--- config.mk ---
export PLATFORM = sky130hd
export DESIGN_NAME = delivery_ctrl_flat
export DESIGN_NICKNAME = d
export VERILOG_FILES = /design/src/rtl/delivery_pkg.sv /design/src/rtl/delivery_ctrl_if.sv /design/src/rtl/hall_debounce.sv /design/src/rtl/delivery_ctrl.sv /design/src/flat_wrapper.sv
export SDC_FILE = /design/constraint.sdc
export NUM_CORES = 1
export LEC_CHECK = 0
export CAP_MARGIN = 20
export CELL_PAD_IN_SITES_DETAIL_PLACEMENT = 2
export CELL_PAD_IN_SITES_GLOBAL_PLACEMENT = 2
export CORE_MARGIN = 5
export CORE_UTILIZATION = 40
export CTS_CLUSTER_SIZE = 8
export DETAILED_ROUTE_END_ITERATION = 10
export DONT_BUFFER_PORTS = 1
export PLACE_DENSITY_LB_ADDON = 0.1
export SLEW_MARGIN = 20
export SYNTH_ARGS = -nofsm -noshare
export SYNTH_HDL_FRONTEND = slang
export SYNTH_SLANG_ARGS = --single-unit
--- constraint.sdc ---
create_clock -name clk -period 4.2 [get_ports clk]
set_input_delay 0.63 -clock clk [delete_from_list [all_inputs] [get_ports clk]]
set_output_delay 0.63 -clock clk [all_outputs]
set_load 0.02 [all_outputs]
--- src/rtl/delivery_pkg.sv ---
// delivery_pkg: state, display-code and after-uturn encodings
// shared by the delivery sequencer and its output decoder.
package delivery_pkg;

  typedef enum logic [8:0] {
    S_READY   = 9'h001,
    S_NOCOLOR = 9'h002,
    S_SEND    = 9'h004,
    S_MATCH   = 9'h008,
    S_EOT     = 9'h010,
    S_UTURN   = 9'h020,
    S_RETURN  = 9'h040,
    S_REVERSE = 9'h080,
    S_FAULT   = 9'h100
  } state_t;

  typedef enum logic [1:0] {
    AU_SEND    = 2'd0,
    AU_RETURN  = 2'd1,
    AU_REVERSE = 2'd2
  } after_t;

  localparam logic [3:0] CODE_READY   = 4'd0;
  localparam logic [3:0] CODE_SEND    = 4'd1;
  localparam logic [3:0] CODE_ARRIVED = 4'd2;
  localparam logic [3:0] CODE_GIVEUP  = 4'd3;
  localparam logic [3:0] CODE_UTURN   = 4'd4;
  localparam logic [3:0] CODE_RETURN  = 4'd5;
  localparam logic [3:0] CODE_REVERSE = 4'd6;
  localparam logic [3:0] CODE_NOCOLOR = 4'd7;
  localparam logic [3:0] CODE_SEARCH  = 4'd8;
  localparam logic [3:0] CODE_FAULT   = 4'd15;

  typedef struct packed {
    logic       tracking;
    logic       uturn;
    logic       brake;
    logic       reverse;
    logic       buzz;
    logic       object_led;
    logic       station_led;
    logic       fault;
    logic [3:0] code;
  } outs_t;

  localparam outs_t OUT_RST = outs_t'(12'b0000_0100_0000);

  function automatic outs_t outs_of(state_t s, logic again);
    outs_t o;
    o = '0;
    case (s)
      S_READY: o.object_led = 1'b1;
      S_NOCOLOR: begin
        o.buzz       = 1'b1;
        o.object_led = 1'b1;
        o.code       = CODE_NOCOLOR;
      end
      S_SEND: begin
        o.tracking    = 1'b1;
        o.station_led = 1'b1;
        o.code        = again ? CODE_SEARCH : CODE_SEND;
      end
      S_MATCH: begin
        o.brake = 1'b1;
        o.buzz  = 1'b1;
        o.code  = CODE_ARRIVED;
      end
      S_EOT: begin
        o.brake = 1'b1;
        o.buzz  = 1'b1;
        o.code  = CODE_GIVEUP;
      end
      S_UTURN: begin
        o.uturn = 1'b1;
        o.code  = CODE_UTURN;
      end
      S_RETURN: begin
        o.tracking = 1'b1;
        o.code     = CODE_RETURN;
      end
      S_REVERSE: begin
        o.reverse = 1'b1;
        o.code    = CODE_REVERSE;
      end
      S_FAULT: begin
        o.buzz  = 1'b1;
        o.fault = 1'b1;
        o.code  = CODE_FAULT;
      end
      default: o.object_led = 1'b1;
    endcase
    return o;
  endfunction

endpackage

--- src/rtl/delivery_ctrl_if.sv ---
// delivery_ctrl_if: actuator enables and level feedbacks between
// the sequencer and the Trackuturn/Buzzer blocks.
interface delivery_ctrl_if;
  logic end_of_track;
  logic uturn_finished;
  logic brake_finished;
  logic reverse_finished;
  logic buzz_finished;
  logic en_tracking;
  logic en_uturn;
  logic en_brake;
  logic en_reverse;
  logic en_buzz;

  modport master (
    input  end_of_track, uturn_finished, brake_finished,
    input  reverse_finished, buzz_finished,
    output en_tracking, en_uturn, en_brake, en_reverse, en_buzz
  );

  modport slave (
    output end_of_track, uturn_finished, brake_finished,
    output reverse_finished, buzz_finished,
    input  en_tracking, en_uturn, en_brake, en_reverse, en_buzz
  );
endinterface

--- src/rtl/hall_debounce.sv ---
// hall_debounce: synchronises the raw hall level, debounces it and
// emits a one-cycle press on each accepted high-to-low transition.
module hall_debounce #(
  parameter int DEBOUNCE = 50000
) (
  input  logic clk,
  input  logic rst,
  input  logic hall,
  output logic press
);
  localparam int CW = $clog2(DEBOUNCE + 1);

  logic          s1;
  logic          s2;
  logic          level;
  logic [CW-1:0] cnt;

  // Idle level is high: no magnet under the sensor.
  always_ff @(posedge clk or negedge rst) begin
    if (!rst) begin
      s1    <= 1'b1;
      s2    <= 1'b1;
      level <= 1'b1;
      cnt   <= '0;
      press <= 1'b0;
    end else begin
      s1    <= hall;
      s2    <= s1;
      press <= 1'b0;
      if (s2 == level) begin
        cnt <= '0;
      end else if (cnt == CW'(DEBOUNCE - 1)) begin
        cnt   <= '0;
        level <= s2;
        press <= ~s2;
      end else begin
        cnt <= cnt + CW'(1);
      end
    end
  end
endmodule

--- src/rtl/delivery_ctrl.sv ---
// delivery_ctrl: delivery sequencer with debounced go button,
// multi-pass station search and per-state watchdog.
module delivery_ctrl
  import delivery_pkg::*;
#(
  parameter int COLOR_W    = 2,
  parameter int DEBOUNCE   = 50000,
  parameter int MAX_PASSES = 2,
  parameter int TIMEOUT    = 500000000
) (
  input  logic               clk,
  input  logic               rst,
  input  logic               hall,
  input  logic [COLOR_W-1:0] object_color,
  input  logic [COLOR_W-1:0] station_color,
  delivery_ctrl_if.master    cart,
  output logic [3:0]         state_code,
  output logic [COLOR_W-1:0] color_code,
  output logic               object_led,
  output logic               station_led,
  output logic               fault
);
  localparam int PW = $clog2(MAX_PASSES + 1);
  localparam int WW = $clog2(TIMEOUT);

  state_t             state_q, state_d;
  after_t             after_q, after_d;
  logic [PW-1:0]      pass_q, pass_d, pass_inc;
  logic [WW-1:0]      wd_q, wd_d;
  logic [COLOR_W-1:0] color_q, color_d;
  outs_t              out_q, out_d;
  logic               press;
  logic               watched;

  hall_debounce #(.DEBOUNCE(DEBOUNCE)) u_hall (
    .clk   (clk),
    .rst   (rst),
    .hall  (hall),
    .press (press)
  );

  always_ff @(posedge clk or negedge rst) begin
    if (!rst) begin
      state_q <= S_READY;
      after_q <= AU_SEND;
      pass_q  <= '0;
      wd_q    <= '0;
      color_q <= '0;
      out_q   <= OUT_RST;
    end else begin
      state_q <= state_d;
      after_q <= after_d;
      pass_q  <= pass_d;
      wd_q    <= wd_d;
      color_q <= color_d;
      out_q   <= out_d;
    end
  end

  always_comb begin
    state_d  = state_q;
    after_d  = after_q;
    pass_d   = pass_q;
    color_d  = color_q;
    pass_inc = pass_q + PW'(1);
    watched  = state_q inside {S_SEND, S_UTURN, S_RETURN, S_REVERSE};
    if (watched && wd_q == WW'(TIMEOUT - 1)) begin
      state_d = S_FAULT;
    end else begin
      case (state_q)
        S_READY:
          if (press) begin
            if (object_color == '0) begin
              state_d = S_NOCOLOR;
            end else begin
              state_d = S_SEND;
              color_d = object_color;
              pass_d  = '0;
            end
          end
        S_NOCOLOR:
          if (cart.buzz_finished) state_d = S_READY;
        S_SEND:
          // A station match wins over end-of-track in the same cycle.
          if (color_q != '0 && station_color == color_q) begin
            state_d = S_MATCH;
          end else if (cart.end_of_track) begin
            pass_d = pass_inc;
            if (pass_inc < PW'(MAX_PASSES)) begin
              after_d = AU_SEND;
              state_d = S_UTURN;
            end else begin
              state_d = S_EOT;
            end
          end
        S_MATCH:
          if (press) begin
            after_d = AU_RETURN;
            state_d = S_UTURN;
          end
        S_EOT:
          if (cart.buzz_finished && cart.brake_finished) begin
            after_d = AU_RETURN;
            state_d = S_UTURN;
          end
        S_UTURN:
          if (cart.uturn_finished) begin
            case (after_q)
              AU_SEND:    state_d = S_SEND;
              AU_RETURN:  state_d = S_RETURN;
              AU_REVERSE: state_d = S_REVERSE;
              default:    state_d = S_READY;
            endcase
          end
        S_RETURN:
          if (cart.end_of_track) begin
            after_d = AU_REVERSE;
            state_d = S_UTURN;
          end
        S_REVERSE:
          if (cart.reverse_finished) state_d = S_READY;
        S_FAULT:
          if (press) state_d = S_READY;
        default: state_d = S_READY;
      endcase
    end
    if (state_d == S_READY) begin
      color_d = '0;
      pass_d  = '0;
    end
    if (state_d == S_RETURN) color_d = '0;
    if (state_d != state_q || !watched) wd_d = '0;
    else wd_d = wd_q + WW'(1);
    out_d = outs_of(state_d, pass_d != '0);
  end

  assign cart.en_tracking = out_q.tracking;
  assign cart.en_uturn    = out_q.uturn;
  assign cart.en_brake    = out_q.brake;
  assign cart.en_reverse  = out_q.reverse;
  assign cart.en_buzz     = out_q.buzz;
  assign state_code       = out_q.code;
  assign color_code       = color_q;
  assign object_led       = out_q.object_led;
  assign station_led      = out_q.station_led;
  assign fault            = out_q.fault;
endmodule

--- src/flat_wrapper.sv ---
// flat-port wrapper written by rule: the top's interface ports become plain ports
module delivery_ctrl_flat import delivery_pkg::*;
#(
  parameter int COLOR_W    = 2,
  parameter int DEBOUNCE   = 50000,
  parameter int MAX_PASSES = 2,
  parameter int TIMEOUT    = 500000000
)
  (clk, rst, hall, object_color, station_color, state_code, color_code, object_led, station_led, fault, cart_end_of_track, cart_uturn_finished, cart_brake_finished, cart_reverse_finished, cart_buzz_finished, cart_en_tracking, cart_en_uturn, cart_en_brake, cart_en_reverse, cart_en_buzz);
  delivery_ctrl_if cart_i ();
  input  logic clk;
  input  logic rst;
  input  logic hall;
  input  logic [COLOR_W-1:0] object_color;
  input  logic [COLOR_W-1:0] station_color;
  output logic [3:0] state_code;
  output logic [COLOR_W-1:0] color_code;
  output logic object_led;
  output logic station_led;
  output logic fault;
  input wire logic [$bits(cart_i.end_of_track)-1:0] cart_end_of_track;
  input wire logic [$bits(cart_i.uturn_finished)-1:0] cart_uturn_finished;
  input wire logic [$bits(cart_i.brake_finished)-1:0] cart_brake_finished;
  input wire logic [$bits(cart_i.reverse_finished)-1:0] cart_reverse_finished;
  input wire logic [$bits(cart_i.buzz_finished)-1:0] cart_buzz_finished;
  output wire logic [$bits(cart_i.en_tracking)-1:0] cart_en_tracking;
  output wire logic [$bits(cart_i.en_uturn)-1:0] cart_en_uturn;
  output wire logic [$bits(cart_i.en_brake)-1:0] cart_en_brake;
  output wire logic [$bits(cart_i.en_reverse)-1:0] cart_en_reverse;
  output wire logic [$bits(cart_i.en_buzz)-1:0] cart_en_buzz;
  assign cart_i.end_of_track = cart_end_of_track;
  assign cart_i.uturn_finished = cart_uturn_finished;
  assign cart_i.brake_finished = cart_brake_finished;
  assign cart_i.reverse_finished = cart_reverse_finished;
  assign cart_i.buzz_finished = cart_buzz_finished;
  assign cart_en_tracking = cart_i.en_tracking;
  assign cart_en_uturn = cart_i.en_uturn;
  assign cart_en_brake = cart_i.en_brake;
  assign cart_en_reverse = cart_i.en_reverse;
  assign cart_en_buzz = cart_i.en_buzz;
  delivery_ctrl #(.COLOR_W(COLOR_W), .DEBOUNCE(DEBOUNCE), .MAX_PASSES(MAX_PASSES), .TIMEOUT(TIMEOUT)) u_core (.clk(clk), .rst(rst), .hall(hall), .object_color(object_color), .station_color(station_color), .cart(cart_i), .state_code(state_code), .color_code(color_code), .object_led(object_led), .station_led(station_led), .fault(fault));
endmodule
# Word-level counts from Yosys, hierarchy flattened
# Index checks and enable logic that the tools add are counted.
[totals]
reg_bits = 76
word_cells = 129
inputBits = 12
[classes]
n_reduce_logical = 20
n_bitwise = 3
n_addsub = 3
eq_ne = 33
muxes = 50
n_lt_le_gt_ge = 1
[op_table]
columns = ["op", "count"]
rows = [
  ["$mux W9", 11],
  ["$pmux W9 S9", 1],
  ["$mux W2", 18],
  ["$mux W16", 2],
  ["$pmux W4 S8", 1],
  ["$add A29 B1 Y29 const B", 1],
  ["$eq A29 B29 Y1 const B", 1],
  ["$mux W29", 1],
  ["$pmux W8 S3", 1],
  ["$eq A9 B1 Y1 const B", 2],
  ["$eq A9 B2 Y1 const B", 2],
  ["$eq A9 B3 Y1 const B", 2],
  ["$eq A9 B4 Y1 const B", 2],
  ["$eq A9 B5 Y1 const B", 2],
  ["$eq A9 B6 Y1 const B", 2],
  ["$eq A9 B7 Y1 const B", 2],
  ["$eq A9 B8 Y1 const B", 2],
  ["$eq A9 B9 Y1 const B", 2],
  ["$add A16 B1 Y16 const B", 1],
  ["$eq A16 B16 Y1 const B", 1],
  ["$mux W1", 10],
  ["$ne A2 B2 Y1 const B", 5],
  ["$ne A9 B9 Y1", 1],
  ["$pmux W2 S4", 1],
  ["26 further kinds", 36],
]

# Depth between registers and ports, before layout
# Gate-level depths: netlist of run 1.
[logic_depth]
word_depth = 12
mapped_depth = 10

# By module
# A second synthesis of run 1 with hierarchy kept.
[hier_totals]
hier_cells = 431
hier_area_um2 = 4194.0
[by_module_without_submodules]
columns = ["module", "seq_area_each_um2", "area_per_inst_um2", "n_inst", "cells_each"]
rows = [
  ["delivery_ctrl", 1403.8, 3263.1, 1, 345],
  ["hall_debounce", 504.2, 930.9, 1, 86],
]

# Worst setup path before layout of run 1
# OpenSTA, ideal clock, no wires.
[synth_timing]
path_kind = "reg2reg"
startpoint = "reg u_core.state_q[4]"
endpoint = "reg u_core.wd_q[19]"
arrival_ns = 2.253
path_stages_with_launch = 10
path_slack_ns = 1.823
required_ns = 4.075
cell_sequence = "dfrtp_1 > or4_1 > buf_2 > nor3b_4 > o2111ai_1 > o21a_1 > a21oi_2 > buf_6 > buf_8 > nor3_1"
[synth_via]
elab_chain_len = 7
elab_cells_between_ends = 27
cone_classes = "10 x eq/ne; 13 x mux; 4 x reduce/logical"
[synth_rtl]
columns = ["element", "line", "rtl"]
rows = [
  ["start, declared", "delivery_ctrl.sv:26", "state_t state_q, state_d;"],
  ["start signal, assigned", "delivery_ctrl.sv:51", "state_q <= state_d;"],
  ["branches (longest 5 deep; another with $eq A9 B9 Y1)", "--", ""],
  ["$logic_or A1 B1 Y1 (*)", "delivery_ctrl.sv:132", "if (state_d != state_q || !watched) wd_d = '0;"],
  ["$mux W29 (*)", "delivery_ctrl.sv:132", ""],
  ["via u_core.wd_d[19]", "delivery_ctrl.sv:29", "logic [WW-1:0] wd_q, wd_d;"],
  ["end signal, assigned", "delivery_ctrl.sv:54", "wd_q <= wd_d;"],
  ["end, declared", "delivery_ctrl.sv:29", ""],
]
# Mark *: on every way through the listed nets, which the timed path passes.
# A chain may end at the register's enable or synchronous reset.

# Final worst setup path of run 1
[layout_timing]
startpoint = "reg u_core.state_q[6]"
endpoint = "reg u_core.wd_q[5]"
# The elaborated chain is that of the path after synthesis.

==> flow_summary.ini, run 1 <==
[sta]
setup_slack_ns = 0.954
fin_tns_setup_ns = 0
worst_pin_slew_ns = 0.671
slew_viol_final = 0
relSlewSlack = 0.548
hold_viol = 0
timing.fmax_mhz = 308
finalCriticalPeriod_ns = 3.25
worst_hold_slack_ns = 0.0994
rsz0062_at_grt = no
finalSetupViolCount = 0
finalCritPeriodShare = 0.773
finClkSkew_ns = 0.0179

[placed_design]
place_ws_ns = 1.02
place.gp.congestion = 0.822
io_buffers = 0
placed_cell_area_um2 = 4230
dp_hpwl_mm = 7.93
dpl.cell_count = 543

[clock_network]
cts_resized = 0
htree_levels = 3
post_cts_buffers = 0
path_clk_slew_ns = 0.09
clock_path_buffers = 2
cts_root_buffer = clkbuf_8
clk_latency_ns = 0.37
cts_inserted_buffers = 9
cts_sinks = 76
cts.hold.buffers_added = 1
cts_tree = yes

[yosys]
synth_xor_area_frac = 0.0990
yosysWarnings = 0
synth_fp_nets = 438
synthFlopType = dfrtp_1
avgSynthCellArea_um2 = 9.80
synth_top_family_by_area = simple AND/OR/NAND/NOR gates
synth_area_leader_cell = dfrtp_1
synth.area.top_cells = dfrtp_1 43%, xor2_1 5.7%, xnor2_1 4.2%
synth_simple_gate_area_share = 0.286
synth_adder_area_share = 0.00602
syn-cell-area_um2 = 4160
synth_cells = 424
ys_seq_area_frac = 0.459
synth_compound_area_frac = 0.0960
ys_types = 63
synth_seq_cells = 76
synth_top_area_share = 0.427
muxShareOfSynthArea = 0.00993
synthArstFlopShare = 1.00
synth_edf_count = 0

[finish]
fin_cells = 560
nets = 433
n_antenna_cell = 0
final_core_util = 0.435
layout_common_cells = 71 x dfrtp_1, 41 x nor2_1, 30 x nor3_1, 27 x xor2_1, 24 x nand2_1
final_cell_area_um2 = 4450
drive_gt1_frac = 0.118
layout_commonest_cell = dfrtp_1
area_growth_pct = 7.10
fill_cells = 1085

[setup_path]
cp_max_fo = 29
reg2reg_depth = 7
required_ns = 4.42
arrival_ns = 3.47
crit_chain = or4_1 > nor3b_4 > o2111ai_1 > o21a_1 > a21oi_2 > buf_4 > nor3_1
path_class = reg2reg
setup.worst_path.end_class = flop
crit_slowest_cell = or4_1
max_stage_delay_ns = 0.76
startpoint_type = flop

[drt]
drt_pass1_iterations = 4
ant_nets = 0
viasPerCell = 5.72
drc = 0
wirelength_mm = 11.2
dr_total_vias = 3201
drt-wirelength-per-cell_um = 20.0
drt_iter0_drc = 146

[power]
leakage_nw = 1.84
peakVddDrop_v = 0.000226
power.density_nw_per_um2 = 298
totalPowerFinal_mw = 1.33

[run]
drv_cap = 0

[worst_hold_path]
hold_class = in2async

[global_routing]
grt_pass1_vias = 3529
antenna_found_initial = 0
grt_pass1_wl_mm = 18.7
grt_usage = 0.187
grt_max_degree = 72
overflow = 0

[outcome]
status = finished clean

[die]
top_level_ports = 26
die_w_um = 112
die_y_um = 112
num_rows = 37
coreArea_um2 = 10200
die-area_um2 = 12500
start_util = 0.406
## critical path: cells and delay by family (launching register included)
kind | cells | cell delay (ns)
simple gates | 3 | 1.42
compound gates | 3 | 0.79
flops | 1 | 0.50
buf+inv | 1 | 0.37
## final timing paths
check	startpoint	end	slack, ns
setup / recovery	u_core.state_q[6]$_DFF_PN0_	u_core.wd_q[5]$_DFF_PN0_	0.95
hold / removal	rst	u_core.u_hall.level$_DFFE_PN1P_	0.1
setup reg to reg	u_core.state_q[6]$_DFF_PN0_	u_core.wd_q[5]$_DFF_PN0_	0.95
hold reg to reg	u_core.u_hall.s1$_DFF_PN1_	u_core.u_hall.s2$_DFF_PN1_	0.36
max in group asynchronous	rst	u_core.wd_q[4]$_DFF_PN0_	3.74
min in group clk	hall	u_core.u_hall.s1$_DFF_PN1_	0.26
## registers in the layout, summed over array words and instances (netlist names), 2 cells and up
name and flops:
u_core.after_q 2, u_core.color_code 2, u_core.pass_q 2, u_core.state_code 4, u_core.state_q 9, u_core.u_hall.cnt 16
u_core.wd_q 29
## logic make-up (layout without fill, tap and decap cells)
kind of cell / count (synthesis) / count (layout)
muxes: 4 / 4
DFF: 76 / 76
xor gates and xnor gates: 47 / 47
AOI/OAI and AO/OA: 54 / 54
adders and majority gates: 2 / 2
and+or+nand+nor: 205 / 205
buffers and inverters: 36 / 36
## Yosys cell counts (all sizes together) (4+ instances only)
cell type / instances
a21oi: 10
a31oi: 5
and2: 5
and3: 11
and4: 8
buf: 12
clkbuf: 9
dfrtp: 71
dfstp: 5
inv: 15
nand2: 24
nand3: 18
nand4: 13
nor2: 41
nor3: 39
nor3b: 6
nor4: 9
nor4b: 4
o21ai: 11
or2: 4
or3: 4
or3b: 5
xnor2: 20
xor2: 27
## per-layer routing
metal	track usage	share of wire
met2	0.317	0.50
met1	0.237	0.46
met5	0	0
met3	0.0418	0.029
met4	0.0601	0.016
## final cells by class
class                           instances  area, µm²  share of cell area
Clock buffer                           11        131              0.0295
Clock inverter                          5       61.3              0.0138
Inverter                               15       56.3              0.0126
Multi-Input combinational cell        312       2070               0.464
Sequential cell                        76       1910               0.429
Tap cell                              136        170              0.0382
Timing Repair Buffer                    5       57.6              0.0129
## where the power goes
group | total, mW | internal (mW) | switching (mW)
combinational | 0.0274 | 0.00711 | 0.0203
sequential | 0.738 | 0.735 | 0.00259
clock | 0.563 | 0.277 | 0.286
total | 1.33 | 1.02 | 0.309
(Power assumes the default switching activity.)
==> inputs of run 2 (changes only) <==
- clock period: 4.2 -> 3.1 ns (I/O delays scaled with it)
==> flow_summary.ini, run 2 (synthesis gave the netlist of run 1 again) <==
[clock_network]
path_clk_slew_ns = 0.09
cts_tree = yes
clock_path_buffers = 2
cts_inserted_buffers = 9
post_cts_buffers = 0
htree_levels = 3
cts_sinks = 76
cts_root_buffer = clkbuf_8
clk_latency_ns = 0.36
cts.hold.buffers_added = 2
cts_resized = 0

[sta]
worst_pin_slew_ns = 0.797
finalCriticalPeriod_ns = 2.83
finalCritPeriodShare = 0.914
fin_tns_setup_ns = 0
timing.fmax_mhz = 353
rsz0062_at_grt = no
finalSetupViolCount = 0
finClkSkew_ns = 0.0171
relSlewSlack = 0.463
hold_viol = 0
slew_viol_final = 0

[finish]
largest_reg_flops = 29
drive_gt1_frac = 0.143
reg_top3 = u_core.wd_q: 29 flops, u_core.u_hall.cnt: 16 flops, u_core.state_q: 9 flops
register_area_um2 = 1910
fill_cells = 1091
largest-register = u_core.wd_q
area_growth_pct = 10.7
final_core_util = 0.450
layout_common_cells = 71 x dfrtp_1, 41 x nor2_1, 30 x nor3_1, 27 x xor2_1, 24 x nand2_1
n_antenna_cell = 0
layout_commonest_cell = dfrtp_1
multi_input_area_um2 = 2070
nets = 444

[setup_path]
path_class = reg2reg
required_ns = 3.33
startpoint_type = flop
arrival_ns = 3.06
reg2reg_depth = 7
cp-endpoint = u_core.wd_q[4]$_DFF_PN0_
r2r_slack_ns = 0.27
cp_max_fo = 29
timing.rr.start = u_core.state_q[6]$_DFF_PN0_
setup.worst_path.end_class = flop
crit_start = u_core.state_q[6]$_DFF_PN0_
reg2reg_to = u_core.wd_q[4]$_DFF_PN0_

[drt]
drc = 0
drt_iter0_drc = 142
drt_pass1_iterations = 4
drt-wirelength-per-cell_um = 20.9
wirelength_mm = 11.9
ant_nets = 0
dr_total_vias = 3254
viasPerCell = 5.70

[die]
die_y_um = 112
die_w_um = 112
coreArea_um2 = 10200
num_rows = 37
die-area_um2 = 12500
top_level_ports = 26
start_util = 0.406

[global_routing]
grt_usage = 0.200
overflow = 0
grt_pass1_wl_mm = 19.9
grt_max_degree = 77
grt_pass1_vias = 3669
antenna_found_initial = 0

[placed_design]
place.gp.congestion = 0.839
dp_hpwl_mm = 8.56
io_buffers = 0

[outcome]
status = finished clean

[power]
peakVddDrop_v = 0.000166
leakage_nw = 1.93
power.density_nw_per_um2 = 416

[run]
drv_cap = 0

[worst_hold_path]
hold_class = in2reg
==> run 2: changes by cell type in the layout (fill, tap and decap cells not counted), sizes merged <==
cell / previous run / this run
clkbuf: 11 / 10
inv: 16 / 17
clkinvlp: 3 / 1
bufinv: 1 / 2
buf: 5 / 15
clkinv: 0 / 1
dlygate4sd3: 0 / 1
==> run 2: worst max-delay path, cell delays in order (launching register included) <==
cell and delay (ns):
dfrtp_1 0.41, or4_1 0.75, a2111oi_0 0.50, a31oi_1 0.18, and3b_1 0.30, o211ai_2 0.23
buf_12 0.23, nor3_1 0.10
==> run 2: area by class of cell <==
class,instances,area share
well taps,136,0.0370
repair buffers,16,0.0364
flip-flops and latches,76,0.415
inverters,15,0.0122
clock inverters,6,0.0204
clock buffers,10,0.0299
multi-input cells,312,0.449
==> run 2: worst min-delay path by stage <==
stage	to	slack, ns	from	cells after the start
after floorplan	u_core.after_q[0]$_DFFE_PN0P_	0.17	rst	0
after global placement	u_core.u_hall.cnt[0]$_DFF_PN0_	0.17	rst	0
after detailed placement	u_core.u_hall.cnt[0]$_DFF_PN0_	0.17	rst	0
after CTS	u_core.u_hall.s1$_DFF_PN1_	0.08	hall	0
after global routing	u_core.u_hall.s1$_DFF_PN1_	0.06	hall	0
final	u_core.u_hall.s1$_DFF_PN1_	0.1	hall	0
==> run 2: metal layers <==
metal / wire length, µm / GRT usage / vias to the layer above / share of wire
li1: - / - / 1536 / -
met1: 5300 / 0.252 / 1676 / 0.44
met2: 6230 / 0.355 / 31 / 0.52
met3: 271 / 0.0380 / 11 / 0.023
met4: 128 / 0.0449 / 0 / 0.011
met5: 0 / 0 / - / 0
==> run 2: stage by stage <==
stage          setup slack (ns)  power [mW]  area, µm²  hold slack (ns)  std cells
6_report                  0.267        1.91       4600           0.0951        571
5_1_grt                  0.0456        2.01       4600           0.0644        571
4_1_cts                   0.255        1.94       4600           0.0772        571
3_5_place_dp              0.317        1.03       4330            0.171        553
3_3_place_gp              0.362        1.03       4330            0.171        553
2_1_floorplan             0.723        1.03       4160            0.169        424
==> run 2: power breakdown <==
part	leakage (nW)	internal [mW]	total, mW	switching, mW
clock network	0.113	0.482	0.875	0.393
registers	1.03	0.996	1.00	0.00334
logic	0.788	0.0104	0.0399	0.0296
total	1.93	1.49	1.91	0.426
